===== src/rtl/calc_pkg.sv =====
// Shared encodings, widths and helpers for the calculator arithmetic sequencer.
package calc_pkg;

  // Default operand width (max operand 99) and result width (max result 9801).
  localparam int OPW_DEF  = 7;
  localparam int RESW_DEF = 14;

  // Largest legal BCD digit value.
  localparam logic [3:0] BCD_MAX = 4'd9;

  // Operation select encoding, as presented on op_sel.
  typedef enum logic [1:0] {
    OP_ADD = 2'd0,
    OP_SUB = 2'd1,
    OP_MUL = 2'd2,
    OP_DIV = 2'd3
  } op_e;

  // Sequencer states.
  typedef enum logic [1:0] {
    ST_IDLE   = 2'd0,
    ST_EXEC   = 2'd1,
    ST_FINISH = 2'd2
  } state_e;

  // Two BCD digits to a binary operand. Non-BCD digits produce a truncated
  // value that is never reported, because the error flag overrides it.
  function automatic logic [OPW_DEF-1:0] bcd_pair_to_bin(input logic [3:0] tens,
                                                         input logic [3:0] ones);
    return ({3'b000, tens} * 7'd10) + {3'b000, ones};
  endfunction

  // True when a digit lies outside the BCD range.
  function automatic logic is_bad_digit(input logic [3:0] d);
    return (d > BCD_MAX);
  endfunction

endpackage


===== src/rtl/seq_divider.sv =====
// Restoring divider producing one quotient bit per step, MSB first.
// After a load and exactly W steps, q holds the quotient and r the remainder.
// A zero divisor is flagged on div0; q/r are then meaningless to the caller.
module seq_divider #(
  parameter int W = 7
) (
  input  logic         clk,
  input  logic         rst,
  input  logic         load,
  input  logic         step,
  input  logic [W-1:0] dividend,
  input  logic [W-1:0] divisor,
  output logic [W-1:0] q,
  output logic [W-1:0] r,
  output logic         div0
);

  logic [W-1:0] quo_q, quo_d;
  logic [W-1:0] rem_q, rem_d;
  logic [W-1:0] dsr_q, dsr_d;
  logic         div0_q, div0_d;

  // Partial remainder shifted left with the next dividend bit brought in.
  logic [W:0]   shifted;
  logic         fits;

  // Next-state: load captures operands, step performs one restoring iteration.
  always_comb begin
    quo_d   = quo_q;
    rem_d   = rem_q;
    dsr_d   = dsr_q;
    div0_d  = div0_q;
    shifted = {rem_q, quo_q[W-1]};
    fits    = (shifted >= {1'b0, dsr_q});
    if (load) begin
      quo_d  = dividend;
      rem_d  = '0;
      dsr_d  = divisor;
      div0_d = (divisor == '0);
    end else if (step) begin
      // The quotient register doubles as the dividend shift register.
      quo_d = {quo_q[W-2:0], fits};
      // When the divisor fits the difference is below the divisor, so it
      // fits in W bits; otherwise shifted is below the divisor and its MSB is 0.
      rem_d = fits ? W'(shifted - {1'b0, dsr_q}) : shifted[W-1:0];
    end
  end

  // Divider state registers.
  always_ff @(posedge clk) begin
    if (rst) begin
      quo_q  <= '0;
      rem_q  <= '0;
      dsr_q  <= '0;
      div0_q <= 1'b0;
    end else begin
      quo_q  <= quo_d;
      rem_q  <= rem_d;
      dsr_q  <= dsr_d;
      div0_q <= div0_d;
    end
  end

  assign q    = quo_q;
  assign r    = rem_q;
  assign div0 = div0_q;

endmodule


===== src/rtl/calc_op_sequencer.sv =====
// Multi-cycle arithmetic sequencer for the calculator: captures two 2-digit
// BCD operands and an operation on start, runs ADD/SUB/MUL in one cycle or DIV
// through an iterative divider, and publishes a registered result with done.
//
// Handshake: start is a one-cycle request that is accepted only while busy is
// low (IDLE); it is never queued. busy is high from the accepting edge until
// the edge that raises done. done is a one-cycle pulse marking the edge where
// result/remainder/negsign/err were updated; those outputs then hold until the
// next done or reset. A start coinciding with done is accepted.
module calc_op_sequencer
  import calc_pkg::*;
#(
  parameter int OPW  = OPW_DEF,
  parameter int RESW = RESW_DEF
) (
  input  logic            clk_in,
  input  logic            rst,
  input  logic [3:0]      dig0,
  input  logic [3:0]      dig1,
  input  logic [3:0]      dig2,
  input  logic [3:0]      dig3,
  input  logic [1:0]      op_sel,
  input  logic            start,
  output logic            busy,
  output logic            done,
  output logic [RESW-1:0] result,
  output logic [OPW-1:0]  remainder,
  output logic            negsign,
  output logic            err
);

  localparam int CNT_W = $clog2(OPW);

  state_e state_q, state_d;

  // Captured operation context, held until the next accepted start.
  logic [OPW-1:0]  num1_q, num1_d;
  logic [OPW-1:0]  num2_q, num2_d;
  op_e             op_q, op_d;
  logic            bad_q, bad_d;

  // Single-cycle ALU result staged between EXEC and FINISH.
  logic [RESW-1:0] res_q, res_d;
  logic            neg_q, neg_d;

  // Divider step counter.
  logic [CNT_W-1:0] cnt_q, cnt_d;

  // Published outputs.
  logic [RESW-1:0] result_q, result_d;
  logic [OPW-1:0]  remainder_q, remainder_d;
  logic            negsign_q, negsign_d;
  logic            err_q, err_d;
  logic            done_q, done_d;

  // Operands formed directly from the digit inputs.
  logic [OPW-1:0]  num1_in, num2_in;
  logic            bad_in;

  // Divider control and outputs.
  logic            div_load, div_step;
  logic [OPW-1:0]  div_quo, div_rem;
  logic            div_zero;

  // Digit decode used at capture time.
  always_comb begin
    num1_in = bcd_pair_to_bin(dig3, dig2);
    num2_in = bcd_pair_to_bin(dig1, dig0);
    bad_in  = is_bad_digit(dig0) | is_bad_digit(dig1) |
              is_bad_digit(dig2) | is_bad_digit(dig3);
  end

  // The divider is loaded on the accepting edge straight from the digits so
  // its first step can happen on the very next edge.
  seq_divider #(.W(OPW)) u_div (
    .clk      (clk_in),
    .rst      (rst),
    .load     (div_load),
    .step     (div_step),
    .dividend (num1_in),
    .divisor  (num2_in),
    .q        (div_quo),
    .r        (div_rem),
    .div0     (div_zero)
  );

  // Next-state, datapath and output-update logic for the sequencer FSM.
  always_comb begin
    state_d     = state_q;
    num1_d      = num1_q;
    num2_d      = num2_q;
    op_d        = op_q;
    bad_d       = bad_q;
    res_d       = res_q;
    neg_d       = neg_q;
    cnt_d       = cnt_q;
    result_d    = result_q;
    remainder_d = remainder_q;
    negsign_d   = negsign_q;
    err_d       = err_q;
    done_d      = 1'b0;
    div_load    = 1'b0;
    div_step    = 1'b0;

    case (state_q)
      ST_IDLE: begin
        if (start) begin
          num1_d   = num1_in;
          num2_d   = num2_in;
          op_d     = op_e'(op_sel);
          bad_d    = bad_in;
          cnt_d    = '0;
          div_load = (op_e'(op_sel) == OP_DIV);
          state_d  = ST_EXEC;
        end
      end

      ST_EXEC: begin
        if (op_q == OP_DIV) begin
          // One quotient bit per edge; leave after the OPW-th step.
          div_step = 1'b1;
          cnt_d    = cnt_q + 1'b1;
          if (cnt_q == CNT_W'(OPW - 1)) begin
            state_d = ST_FINISH;
          end
        end else begin
          neg_d = 1'b0;
          case (op_q)
            OP_ADD: res_d = RESW'(num1_q) + RESW'(num2_q);
            OP_SUB: begin
              if (num1_q < num2_q) begin
                res_d = RESW'(num2_q - num1_q);
                neg_d = 1'b1;
              end else begin
                res_d = RESW'(num1_q - num2_q);
              end
            end
            default: res_d = RESW'(num1_q) * RESW'(num2_q);
          endcase
          state_d = ST_FINISH;
        end
      end

      ST_FINISH: begin
        done_d  = 1'b1;
        state_d = ST_IDLE;
        if (bad_q || ((op_q == OP_DIV) && div_zero)) begin
          result_d    = '0;
          remainder_d = '0;
          negsign_d   = 1'b0;
          err_d       = 1'b1;
        end else if (op_q == OP_DIV) begin
          result_d    = RESW'(div_quo);
          remainder_d = div_rem;
          negsign_d   = 1'b0;
          err_d       = 1'b0;
        end else begin
          result_d    = res_q;
          remainder_d = '0;
          negsign_d   = neg_q;
          err_d       = 1'b0;
        end
      end

      default: state_d = ST_IDLE;
    endcase
  end

  // State and datapath registers; reset aborts any in-flight operation.
  always_ff @(posedge clk_in) begin
    if (rst) begin
      state_q     <= ST_IDLE;
      num1_q      <= '0;
      num2_q      <= '0;
      op_q        <= OP_ADD;
      bad_q       <= 1'b0;
      res_q       <= '0;
      neg_q       <= 1'b0;
      cnt_q       <= '0;
      result_q    <= '0;
      remainder_q <= '0;
      negsign_q   <= 1'b0;
      err_q       <= 1'b0;
      done_q      <= 1'b0;
    end else begin
      state_q     <= state_d;
      num1_q      <= num1_d;
      num2_q      <= num2_d;
      op_q        <= op_d;
      bad_q       <= bad_d;
      res_q       <= res_d;
      neg_q       <= neg_d;
      cnt_q       <= cnt_d;
      result_q    <= result_d;
      remainder_q <= remainder_d;
      negsign_q   <= negsign_d;
      err_q       <= err_d;
      done_q      <= done_d;
    end
  end

  assign busy      = (state_q != ST_IDLE);
  assign done      = done_q;
  assign result    = result_q;
  assign remainder = remainder_q;
  assign negsign   = negsign_q;
  assign err       = err_q;

endmodule

===== config.mk =====
export PLATFORM = sky130hd
export DESIGN_NAME = calc_op_sequencer
export DESIGN_NICKNAME = d
export VERILOG_FILES = /design/src/rtl/calc_pkg.sv /design/src/rtl/seq_divider.sv /design/src/rtl/calc_op_sequencer.sv
export SDC_FILE = /design/constraint.sdc
export NUM_CORES = 1
export LEC_CHECK = 0
export ABC_AREA = 1
export BUFFER_PORTS_ARGS = -buffer_cell sky130_fd_sc_hd__buf_2
export CORE_MARGIN = 5
export CORE_UTILIZATION = 48
export DETAILED_ROUTE_END_ITERATION = 12
export PLACE_DENSITY = 0.71
export SKIP_LAST_GASP = 1
export SYNTH_ARGS = -nofsm -noshare
export SYNTH_HDL_FRONTEND = slang
export SYNTH_SLANG_ARGS = --single-unit

===== constraint.sdc =====
create_clock -name clk_in -period 9.3 [get_ports clk_in]
set_clock_uncertainty 0.1 [all_clocks]
set_input_delay 2.79 -clock clk_in [delete_from_list [all_inputs] [get_ports clk_in]]
set_output_delay 2.79 -clock clk_in [all_outputs]
set_load 0.01 [all_outputs]

Word-level counts from Yosys, hierarchy flattened
Cells that the tools add are included.
W data, S select, Z words.
{"block": "op_classes", "n_addsub": 7, "multipliers": 3, "magnitude_cmp": 6, "n_eq_ne": 9, "muxes": 26, "bitwise_logic": 4, "reduce_logical": 13}
{"operator": "$mux W14", "count": 3}
{"operator": "$mux W7", "count": 5}
{"operator": "$pmux W14 S2", "count": 1}
{"operator": "$gt A4 B4 Y1 const B", "count": 4}
{"operator": "$sub A7 B7 Y8", "count": 2}
{"operator": "$add A7 B4 Y7", "count": 2}
{"operator": "$mul A7 B7 Y14", "count": 1}
{"operator": "$mul A4 B3 Y6 const B", "count": 2}
{"operator": "$mux W1", "count": 10}
{"operator": "$add A7 B7 Y8", "count": 1}
{"operator": "$ge A8 B7 Y1", "count": 1}
{"operator": "$logic_not A7 Y1", "count": 1}
{"operator": "$lt A7 B7 Y1", "count": 1}
{"operator": "$sub A7 B7 Y7", "count": 1}
{"operator": "$eq A2 B2 Y1 const B", "count": 3}
{"operator": "$mux W2", "count": 3}
{"operator": "$mux W3", "count": 2}
{"operator": "$pmux W3 S2", "count": 1}
{"operator": "$reduce_and A2 Y1", "count": 3}
{"operator": "$reduce_bool A2 Y1", "count": 3}
{"operator": "$eq A2 B1 Y1 const B", "count": 2}
{"operator": "$logic_not A2 Y1", "count": 2}
{"operator": "$ne A2 B2 Y1 const B", "count": 2}
{"operator": "$pmux W2 S2", "count": 1}
{"operator": "9 further kinds", "count": 11}
{"block": "totals", "register_bits": 83, "input_bits": 21, "output_inout_bits": 25, "word_cells": 85}

Longest topological paths before layout
{"block": "logic_depth", "depth_word": 5, "mapped_depth": 22, "depth_no_buf": 22}

Hierarchy
A second synthesis with hierarchy kept.
{"block": "hier_totals", "cells_unflattened": 999, "hier_area_um2": 6916.6}
{"module": "calc_op_sequencer", "n_inst": 1, "cells_per_inst": 813, "area_each_um2": 5619.1}
{"module": "seq_divider", "n_inst": 1, "cells_per_inst": 186, "area_each_um2": 1297.5}

Worst setup path before layout
Ideal clock, no wire load.
{"block": "synth_timing", "path_type": "input to register", "from": "input dig1[1]", "to": "register u_div.div0_q, in the netlist u_div.div0", "t_arrival_ns": 4.233, "required_ns": 9.087, "path_slack_ns": 4.854, "cell_stages": 9, "n_path_buf": 0, "path_cell_list": "ha_1 -> ha_1 -> fa_1 -> inv_1 -> nor2_1 -> xor2_1 -> inv_1 -> nand3_1 -> nand2_1"}
{"block": "synth_between", "elab_chain_cells": 3}
{"element": "start: declaration", "line_no": "calc_op_sequencer.sv:19", "text": "input logic [3:0] dig1,"}
{"element": "$mul A4 B3 Y6", "line_no": "calc_pkg.sv:30", "text": "return ({3'b000, tens} * 7'd10) + {3'b000, ones};"}
{"element": "$add A7 B4 Y7", "line_no": "calc_pkg.sv:30"}
{"element": "$logic_not A7 Y1", "line_no": "seq_divider.sv:39", "text": "div0_d = (divisor == '0);"}
{"element": "end signal: assignment", "line_no": "seq_divider.sv:60", "text": "div0_q <= div0_d;"}
{"element": "end: declaration", "line_no": "seq_divider.sv:21", "text": "logic div0_q, div0_d;"}
No other way between the ends.
A chain may end at the register's enable or synchronous reset.

Worst setup path after layout
{"block": "layout_timing", "from": "register num1_q[1]", "to": "register res_q[12]"}
{"block": "layout_between", "elab_chain_cells": 3}
{"element": "start: declaration", "line_no": "calc_op_sequencer.sv:37", "text": "logic [OPW-1:0] num1_q, num1_d;"}
{"element": "start signal: assignment", "line_no": "calc_op_sequencer.sv:187", "text": "num1_q <= num1_d;"}
{"element": "branches (longest 2 deep; another with $mul A7 B7 Y14)"}
{"element": "$pmux W14 S2 (*)", "line_no": "calc_op_sequencer.sv:128", "text": "case (op_q)"}
{"element": "end signal: assignment", "line_no": "calc_op_sequencer.sv:191", "text": "res_q <= res_d;"}
{"element": "end: declaration", "line_no": "calc_op_sequencer.sv:43", "text": "logic [RESW-1:0] res_q, res_d;"}
Every way passes the cells marked *.

==> metrics.md <==
| Metric | Value |
|---|---|
| Slew headroom | `45.4%` |
| Synth async-reset ratio | `0%` |
| I/O pin cnt | `46` |
| Fin crit period | `4.46 ns` |
| Drt pass-1 iters | `5` |
| R2R Setup Slk | `4.84 ns` |
| Setup TNS | `0 ns` |
| First-pass GRT wire length | `29.0 mm` |
| Share of layout cells above drive strength 1 | `9.24%` |
| Post-synth EDFFs | `0` |
| CP startpoint kind | `flip-flop` |
| Routed via count | `6268` |
| Yosys warning total | `0` |
| Slew Limit Fails | `0` |
| RSZ-0062 raised after global routing | `no` |
| # diodes | `0` |
| Logic pwr share | `27.2%` |
| Leakage | `4.09 nW` |
| Worst setup path class | `flip-flop to flip-flop` |
| H-tree depth | `3` |
| Main synth FF type | `dfxtp_1` |
| Tot GR Track Use | `21.1%` |
| Maximum vdd drop | `0.0908 mV` |
| Hold-fix buffers, CTS | `0` |
| R2R depth | `20` |
| Syn_nets | `1115` |
| Row cnt | `43` |
| Syn-to-layout area delta | `9.89%` |
| Initial Utilization | `49.3%` |
| Hold Startpoint | `result[0]$_SDFFE_PP0P_` |
| Placed Instance Area | `7210 um2` |
| Clock net sink count | `83` |
| Post-route setup slack | `4.84 ns` |
| Die Wd | `130 um` |
| Root Driver | `clkbuf_16` |
| Die area | `16800 um2` |
| Drt drc | `0` |
| Avg WL per Cell | `13.8 um` |
| Clock power frac | `36.4%` |
| Hold WC Path Type | `flip-flop to flip-flop` |
| Synthesized instance count | `988` |
| Post-Syn Area per Cell | `6.96 um2` |
| Net Sw Power | `365 uW` |
| Via density | `5.19` |
| Count of final setup violators | `0` |
| WP data required | `9.47 ns` |
| Filler cells | `1379` |
| Flop pwr share | `36.4%` |
| ANT nets after route | `0` |
| WHS | `0.363 ns` |
| Crit-path max FO | `11` |
| Reg2reg end | `res_q[12]$_SDFFE_PP0P_` |
| Buffers on Ports | `45` |
| Clock buffer depth | `2` |
| HPWL after DPL | `13.3 mm` |
| Sequential share of the synthesized area | `24.2%` |
| Pre-CTS WS | `4.61 ns` |
| Final Hold Fails | `0` |
| Pwr Total | `1.10 mW` |
| Max-cap viol count | `0` |
| Clock Latency Late Sink | `0.34 ns` |
| Placer Congestion | `0.892` |
| Largest net degree at the start of global routing | `37` |
| Status | `complete, no violations` |
| Number of global-route vias before repair | `6101` |
| CTS clk-pin slew, worst paths | `0.06 ns` |
| Maximum clock rate | `224 MHz` |
| Finished Cell Area | `7550 um2` |
| Net count reported at finish | `1150` |
| Remaining global-route overflow | `0` |
| Die Span Y | `130 um` |
| Worst r2r src | `num1_q[1]$_SDFFE_PP0P_` |
| Internal cell power | `735 uW` |
| Pwr/cell area | `146 nW/um2` |
| Final period util | `47.9%` |
| CP Capture Type | `flip-flop` |
| Final wirelength | `16.7 mm` |
| Initial antenna violation count | `0` |
| Crit. Startpoint | `num1_q[1]$_SDFFE_PP0P_` |
| DRT iter0 DRCs | `415` |
| Synth unique cells | `42` |
| Worst Setup EP | `res_q[12]$_SDFFE_PP0P_` |
| Setup Fix Bufs, Post-CTS | `0` |
| CTS tree | `built` |
| Core area | `13900 um2` |
| Post-CTS resize count | `0` |
| Register bit total from synthesis | `83` |
| CP Data Arrival Time | `4.63 ns` |
| Switching Fraction | `33.2%` |
| CTS buffer count | `9` |
| Synthesized area | `6870 um2` |
| Worst-margin pin slew | `0.819 ns` |
-- state kept, by name, indices dropped and copies added (netlist names), 2 cells and up --
name         flops
cnt_q            3
op_q             2
u_div.dsr_q      7
num1_q           7
res_q           14
num2_q           7
u_div.r          7
result          14
remainder        7
state_q          2
u_div.q          7
-- worst min path at each step --
stage / end / slack [ns] / cells past startpoint
3_5_place_dp: result[1]$_SDFFE_PP0P_ / 0.35 / 2
2_1_floorplan: u_div.div0$_SDFFE_PP0P_ / 0.33 / 2
6_report: result[0]$_SDFFE_PP0P_ / 0.36 / 2
5_1_grt: result[8]$_SDFFE_PP0P_ / 0.39 / 2
3_3_place_gp: result[11]$_SDFFE_PP0P_ / 0.35 / 2
4_1_cts: remainder[4]$_SDFFE_PP0P_ / 0.37 / 2
-- critical path, cell delays in order (launching register included) --
cell	delay (ns)
dfxtp_1	0.65
nand2_1	0.15
fa_1	0.52
fa_1	0.55
inv_1	0.05
fa_1	0.52
inv_1	0.06
fa_1	0.52
inv_1	0.04
ha_1	0.34
nand2_1	0.11
inv_1	0.06
nand2_1	0.06
nand2_1	0.06
nand2_1	0.07
nand3_1	0.08
nand2_1	0.07
nand2_1	0.04
nor2_1	0.19
nor2_1	0.07
nor2_1	0.07
-- layer usage --
layer  up-vias  track usage [%]  part of all wire (%)
met5         -                0                     0
met4         0             5.93                   1.9
met3        29             3.38                   5.1
met2       158             34.5                    46
met1      2873             28.9                    47
li1       3208                -                     -
-- layout by cell type, fill, tap and decap left out, types with 32 or more instances in the layout --
cell	count
nand2_1	279
inv_1	164
dfxtp_1	83
ha_1	74
nand3_1	67
nor2_1	61
a21oi_1	57
buf_2	45
o21ai_0	36
fa_1	32
-- kinds of logic (layout without fill, tap and decap cells) --
group | Yosys count | count (layout) | synth area share [%]
AO/OA/AOI/OAI | 131 | 131 | 10.8
XOR/XNOR | 18 | 18 | 2.29
adder cells (fa/ha/maj) | 106 | 106 | 22.8
buffers and inverters | 196 | 236 | 11.2
flip-flops | 83 | 83 | 24.2
AND/OR/NAND/NOR | 454 | 454 | 28.8
-- stage by stage --
stage / util [%] / std cells
CTS: 54.2 / 1208
global route: 54.2 / 1208
floorplan: - / 988
finish: 54.2 / 1208
detailed placement: 51.8 / 1192
global placement: 51.8 / 1192
-- power by group through the flow --
stage | registers, mW | logic [mW] | clock network [mW]
6_report | 0.401 | 0.299 | 0.400
5_1_grt | 0.403 | 0.346 | 0.421
4_1_cts | 0.400 | 0.300 | 0.405
3_5_place_dp | 0.408 | 0.298 | 0
3_3_place_gp | 0.408 | 0.295 | 0
2_1_floorplan | 0.396 | 0.234 | 0
-- final cells by class --
class	count	area, um2	share of cell area [%]
Clock buffer	13	270	3.58
Clock inverter	3	68.8	0.911
Inverter	175	659	8.73
Multi-Input combinational cell	709	4440	58.8
Sequential cell	83	1660	22.0
Tap cell	180	225	2.98
Timing Repair Buffer	45	225	2.98
-- synthesized netlist by cell type, types with 12 or more instances --
| library cell | count | area [um2] |
|---|---|---|
| a21oi_1 | 57 | 285 |
| dfxtp_1 | 83 | 1660 |
| fa_1 | 32 | 641 |
| ha_1 | 74 | 926 |
| inv_1 | 164 | 616 |
| nand2_1 | 279 | 1050 |
| nand3_1 | 67 | 335 |
| nand4_1 | 17 | 106 |
| nor2_1 | 61 | 229 |
| o21ai_0 | 36 | 180 |
| o22ai_1 | 17 | 106 |
| xor2_1 | 12 | 105 |
(Power assumes the default switching activity.)
